**src/rtl/fip_addsub_pipe.sv**
```systemverilog
// ---------------------------------------------------------------------------
// fip_addsub_pipe
//
// Two-stage pipelined signed fixed-point adder/subtractor used between the
// vector-math stages of the raytracing datapath (ray-origin offsets, edge-
// function accumulation).
//
// The unit computes x + y or x - y on two's-complement WIDTH-bit operands.
// The fractional split (FRAC) is purely descriptive: addition is
// format-agnostic.
//
// Each result carries an overflow flag. A saturating counter tracks how many
// overflowed results have been handed to the consumer.
//
// Optional build macro:
//   FIP_ADDSUB_SAT_EN  - when defined, overflowed results clamp to the most
//                        positive / most negative value instead of wrapping.
//                        The overflow flag and the counter behave the same in
//                        both builds.
//
// Parameters:
//   WIDTH  operand/result width (two's complement)
//   FRAC   fractional bits (documentation only)
//   CNT_W  overflow event counter width
//
// Ports:
//   clk        clock
//   resetn     synchronous active-low reset
//   in_valid   operands present
//   in_ready   unit accepts operands this cycle (combinational from out_ready)
//   in_x/in_y  signed operands
//   in_sub     0: x+y, 1: x-y
//   out_valid  result present
//   out_ready  consumer accepts result
//   out_res    signed result
//   out_ovf    overflow flag of out_res
//   ovf_cnt    saturating count of delivered overflowed results
//   ovf_clr    synchronous clear of ovf_cnt (wins over a concurrent count)
// ---------------------------------------------------------------------------
module fip_addsub_pipe #(
  parameter int WIDTH = 32,
  parameter int FRAC  = 16,
  parameter int CNT_W = 16
) (
  input  logic             clk,
  input  logic             resetn,
  input  logic             in_valid,
  output logic             in_ready,
  input  logic [WIDTH-1:0] in_x,
  input  logic [WIDTH-1:0] in_y,
  input  logic             in_sub,
  output logic             out_valid,
  input  logic             out_ready,
  output logic [WIDTH-1:0] out_res,
  output logic             out_ovf,
  output logic [CNT_W-1:0] ovf_cnt,
  input  logic             ovf_clr
);

  if (WIDTH < 2) begin : g_width_range
    $error("fip_addsub_pipe: WIDTH must be at least 2");
  end
  if (FRAC < 0 || FRAC >= WIDTH) begin : g_frac_range
    $error("fip_addsub_pipe: FRAC must lie in [0, WIDTH-1]");
  end

  // Full-precision sum/difference at WIDTH+1 bits.
  // Subtraction is x + ~y + 1, so y = most-negative is handled exactly.
  function automatic logic signed [WIDTH:0] add_sub(
    input logic signed [WIDTH-1:0] x,
    input logic signed [WIDTH-1:0] y,
    input logic                    sub
  );
    logic signed [WIDTH:0] xe;
    logic signed [WIDTH:0] ye;
    xe = {x[WIDTH-1], x};
    ye = {y[WIDTH-1], y};
    return xe + (ye ^ {(WIDTH+1){sub}}) + {{WIDTH{1'b0}}, sub};
  endfunction

  // The result does not fit in WIDTH bits when the two top bits of the
  // extended sum disagree.
  function automatic logic ovf_of(input logic signed [WIDTH:0] raw);
    return raw[WIDTH] ^ raw[WIDTH-1];
  endfunction

  // Narrow the extended sum to WIDTH bits.
  // The saturating build clamps toward the sign of the true result, which
  // raw[WIDTH] still holds.
  function automatic logic signed [WIDTH-1:0] narrow(
    input logic signed [WIDTH:0] raw
  );
`ifdef FIP_ADDSUB_SAT_EN
    if (ovf_of(raw)) begin
      if (raw[WIDTH]) begin
        return {1'b1, {(WIDTH-1){1'b0}}};
      end
      return {1'b0, {(WIDTH-1){1'b1}}};
    end
`endif
    return raw[WIDTH-1:0];
  endfunction

  logic                    adv1;
  logic                    adv2;
  logic signed [WIDTH:0]   raw_p1;
  logic                    vld_p1;
  logic signed [WIDTH-1:0] res_p2;
  logic                    ovf_p2;
  logic                    vld_p2;
  logic                    out_xfer;

  // A stage may load when it is empty or when the stage after it is moving.
  assign adv2     = !vld_p2 || out_ready;
  assign adv1     = !vld_p1 || adv2;
  assign in_ready = resetn && adv1;

  // ---- stage 1: extended sum/difference ----
  always_ff @(posedge clk) begin
    if (!resetn) begin
      vld_p1 <= 1'b0;
      raw_p1 <= '0;
    end else if (adv1) begin
      vld_p1 <= in_valid && in_ready;
      raw_p1 <= add_sub(in_x, in_y, in_sub);
    end
  end

  // ---- stage 2: overflow detect, narrow, present to consumer ----
  always_ff @(posedge clk) begin
    if (!resetn) begin
      vld_p2 <= 1'b0;
      res_p2 <= '0;
      ovf_p2 <= 1'b0;
    end else if (adv2) begin
      vld_p2 <= vld_p1;
      res_p2 <= narrow(raw_p1);
      ovf_p2 <= ovf_of(raw_p1);
    end
  end

  assign out_valid = vld_p2;
  assign out_res   = res_p2;
  assign out_ovf   = ovf_p2;
  assign out_xfer  = vld_p2 && out_ready;

  // Counts delivered overflowed results only. It sticks at all-ones. A clear
  // in the same cycle as an event drops that event.
  always_ff @(posedge clk) begin
    if (!resetn) begin
      ovf_cnt <= '0;
    end else if (ovf_clr) begin
      ovf_cnt <= '0;
    end else if (out_xfer && ovf_p2 && (ovf_cnt != {CNT_W{1'b1}})) begin
      ovf_cnt <= ovf_cnt + 1'b1;
    end
  end

endmodule

```
**config.mk**
```make
export PLATFORM = sky130hd
export DESIGN_NAME = fip_addsub_pipe
export DESIGN_NICKNAME = d
export VERILOG_FILES = /design/src/rtl/fip_addsub_pipe.sv
export SDC_FILE = /design/constraint.sdc
export NUM_CORES = 1
export LEC_CHECK = 0
export BUFFER_PORTS_ARGS = -buffer_cell sky130_fd_sc_hd__buf_2
export CORE_UTILIZATION = 45
export CTS_CLUSTER_SIZE = 8
export DETAILED_ROUTE_END_ITERATION = 10
export PLACE_DENSITY = 0.69
export SETUP_SLACK_MARGIN = 0.02
export SYNTH_ARGS = -nofsm -noshare
export SYNTH_HDL_FRONTEND = slang
export SYNTH_SLANG_ARGS = --single-unit
```
**constraint.sdc**
```tcl
create_clock -name clk -period 3 [get_ports clk]
set_input_delay 0.15 -clock clk [delete_from_list [all_inputs] [get_ports clk]]
set_output_delay 0.15 -clock clk [all_outputs]
set_load 0.005 [all_outputs]
```
Yosys cells after proc, flatten, opt, wreduce, memory -nomap -nowiden
Cells that the tools add are included.
- equality and inequality tests: 1
- bitwise logic cells: 3
- reduce and logical (&&, ||, !) cells: 10
- $add $sub $neg: 3
- operators by type and width (operator ; count):
    33-bit by 1-bit adder with 33-bit output ; 1
    33-bit adder ; 1
    33-bit XOR ; 1
    16-bit by 1-bit adder with 16-bit output (second input constant) ; 1
    16-bit != test (second input constant) ; 1
    1-bit logical AND ; 5
    1-bit logical NOT ; 2
    1-bit logical OR ; 2
    2-bit OR reduction ; 1
    1-bit NOT ; 1
    1-bit XOR ; 1
- flip-flop bits (word level): 84
- output and inout bits: 51
- input port bits: 70
- word-level logic and storage cells: 23

Depth between registers and ports, before layout
- depth in word-level cells: 5
- mapped depth: 13
- depth with buffers taken out: 11

Least setup slack after synthesis
OpenSTA, ideal clock, no wires.
- path kind: input to register
- start point: input port in_sub
- end point: register raw_p1[31]
- slack: 0.105 ns
- path buffers: 2
- library setup time: 0.073 ns
- data required time: 2.927 ns
- cell stages on the path: 12
- arrival: 2.822 ns
- cells stage by stage: clkbuf_2 buf_1 xor2_1 ha_1 a21o_1 a311oi_2 o21ai_1 a211o_1 a31oi_4 a31oi_1 a211o_1 o211ai_2
- word-level cells in the longest chain between the ends: 3
- RTL lines (item ; line ; source):
    from (decl) ; 51 ; input logic in_sub,
    33-bit XOR ; 78 ; return xe + (ye ^ {(WIDTH+1){sub}}) + {{WIDTH{1'b0}}, sub};
    33-bit adder ; 78 ;
    33-bit by 1-bit adder with 33-bit output * ; 78 ;
    to (signal assigned) ; 125 ; raw_p1 <= add_sub(in_x, in_y, in_sub);
    to (decl) ; 106 ; logic signed [WIDTH:0] raw_p1;
Mark *: on every way between the ends. The rest lies on a longest branch, timed or not.
A chain may end at the register's enable or synchronous reset.

Final worst setup path
- start point: input port in_sub
- end point: register raw_p1[32]
The elaborated chain is that of the path after synthesis.

==> impl_metrics.csv <==
group,metric,value,unit
setup_path,worst-r2r-setup-slack,0.90,ns
sta,rsz0062_at_grt,"false",
power_and_ir_drop,power.total,0.00346,W
floorplanning,core_area,10900,sq um
sta,fmax,387,MHz
synthesis,ys_seq_area_share,33.0,%
synthesis,syn_area,5090,sq um
worst_hold_path,hold_end,"vld_p1",
floorplanning,start_util,46.6,%
sta,min_period,2.58,ns
power_and_ir_drop,p_per_area,564,nW/um^2
setup_path,start_kind,"input pin",
clocking,cts_max_level,3,
synthesis,synth_cell_types,49,
synthesis,syn_avg_cell_area,7.68,sq um
clocking,cts-root-buf,"clkbuf_16",
cells_and_area,final_cell_mix,"nand2_1, buf_2, dfxtp_1",
clocking,clkTransAtPathRegs,0.06,ns
placed_design,gp_congestion,0.894,
floorplanning,row_count,38,
flow_run,cap_violations,0,
placed_design,dp.cells,897,
synthesis,synth_ff_type,"dfxtp_1",
floorplanning,io_pins,121,
cells_and_area,final_core_util,56.2,%
setup_path,crit_fanout,13,
grt,grt.overflow.total,0,
floorplanning,dieArea,11700,sq um
setup_path,r2r_start,"ovf_cnt[8]",
detailed_routing,drt-pass1-iter-count,5,
sta,maxSlewHeadroom,59.8,%
setup_path,r2r-end,"ovf_cnt[8]",
clocking,clock_latency,0.33,ns
synthesis,syn-num-nets,766,
grt,grt_pass1_vias,4526,
cells_and_area,layout-drive-gt1-share,21.0,%
sta,slew_viol_final,0,
grt,grtUsageTotal,22.7,%
floorplanning,die_w,108,um
synthesis,synth_top_area_share,33.0,%
setup_path,reg2reg_depth,7,
synthesis,synth-edff-count,0,
synthesis,yosys.area.top_type,"dfxtp_1",
cells_and_area,num_antenna_cells,0,
detailed_routing,route.detailed.drc,0,
run_status,outcome,"completed",
cells_and_area,syn_to_final_growth,20.7,%
clocking,hold_buffers,0,
grt,antenna_found_initial,0,
detailed_routing,drtIter0Drc,240,
detailed_routing,drt_wl_total,13000,um
sta,finalHoldViolations,0,
grt,grt_pass1_wl,21200,um
sta,finalSetupTns,0,ns
clocking,clock-sinks,84,
clocking,cts_resized,0,
power_and_ir_drop,p_leak,2.83,nW
setup_path,critPathCaptureType,"flip-flop",
power_and_ir_drop,max-vdd-ir-drop,0.000379,V
cells_and_area,nNetsFinal,871,
clocking,clockBufferDepth,2,
floorplanning,die_y,108,um
synthesis,yosys_warnings,0,
detailed_routing,viasPerCell,5.40,
setup_path,path_class,"input pin to flip-flop",
worst_hold_path,whs_path_depth,3,
placed_design,hpwl,10200,um
worst_hold_path,hold_path.class,"input pin to flip-flop",
sta,worstMarginPinSlew,0.600,ns
synthesis,ys_ff_latch,84,
sta,fin_crit_sh,86.1,%
synthesis,async_reset_ff_share,0,%
setup_path,cp_data_required_time,3.23,ns
detailed_routing,ant_nets,0,
sta,finalClockSkew,0.00554,ns
clocking,cts_made_buffers,9,
setup_path,arrival,2.81,ns
worst_hold_path,min_from,"in_valid",
cells_and_area,final_common_cell,"nand2_1",
sta,holdWs,0.0460,ns
grt,grt_max_degree,44,
sta,setup_viol,0,
clocking,cts_tree,"yes",
placed_design,port_buffers,120,
clocking,postCtsSetupRepairBufs,0,
synthesis,synth_area_leaders,"dfxtp_1, nand2_1, xor2_1",
detailed_routing,post_drt_wl_per_cell,14.2,um
cells_and_area,finalNonFillerCells,913,
detailed_routing,vias,4931,
synthesis,netlist_instances,663,
## worst max-delay path by stage
stage | start | endpoint | slack (ns) | depth (start not counted)
2_1_floorplan | in_sub | raw_p1[31] | 0.10 | 12
3_3_place_gp | in_sub | raw_p1[28] | 0.15 | 12
3_5_place_dp | in_sub | raw_p1[28] | 0.07 | 12
4_1_cts | in_sub | raw_p1[28] | 0.42 | 12
5_1_grt | in_sub | raw_p1[26] | 0.17 | 12
6_report | in_sub | raw_p1[32] | 0.42 | 12
## final cells by class
| type | instances | area [sq um] |
|---|---|---|
| flip-flops and latches | 84 | 1680 |
| well taps | 140 | 175 |
| clock inverters | 5 | 60.1 |
| inverters | 14 | 52.6 |
| multi-input cells | 523 | 3200 |
| clock buffers | 11 | 253 |
| repair buffers | 136 | 721 |
| fillers | 1062 | 4790 |
## registers in the layout, summed over array words and instances, names as in the netlist
register and flops:
vld_p1 1, out_ovf 1, out_res 32, out_valid 1, ovf_cnt 16, raw_p1 33
## power breakdown
group	internal, W	switching, W
sequential	0.00125	0.0000733
combinational	0.000441	0.000571
clock	0.000691	0.000435
## cell families after synthesis
family                   count (synthesis)  share of synthesized area (%)
flip-flops                              84                           33.0
AND/OR/NAND/NOR                        240                           20.5
multiplexers                             2                          0.418
adder cells (fa/ha/maj)                 33                           8.26
AO/OA/AOI/OAI                          178                           21.6
buffers and inverters                   56                           4.15
XOR/XNOR                                70                           12.0
## worst max-delay path: stages
cell and delay (ns):
buf_2 0.28, xor2_1 0.23, inv_1 0.09, fa_1 0.43
nor2b_1 0.18, nor2_1 0.09, o221ai_1 0.25, a31oi_1 0.18
o41a_1 0.41, o21a_1 0.25, nor3_1 0.21, nor2_1 0.05
## synth_stat cells (4+ instances only)
cell / number
and3_1: 7
inv_1: 14
dfxtp_1: 84
nand4_1: 13
a21o_1: 21
clkbuf_1: 36
xor2_1: 48
nor2b_1: 4
or3_1: 6
nor2_1: 44
nor3_1: 7
o21ai_1: 5
nand3_1: 15
and4_1: 4
buf_1: 5
a211oi_1: 9
a21oi_1: 82
ha_1: 32
o21ai_0: 26
nand2_1: 132
xnor2_1: 22
a31oi_1: 6
## per-stage QoR
stage / instance area (sq um) / worst slack, ns
after detailed placement: 5830 / 0.0737
after CTS: 6140 / 0.420
final: 6140 / 0.417
after global routing: 6140 / 0.171
after global placement: 5830 / 0.149
after floorplan: 5090 / 0.105
## per-layer routing
layer / up-vias / GRT usage, % / wire length (um)
met4: 0 / 7.34 / 262
li1: 2510 / - / -
met5: - / 0 / 0
met1: 2244 / 31.0 / 6310
met3: 22 / 3.86 / 578
met2: 155 / 36.4 / 5850
(Power assumes the default switching activity.)
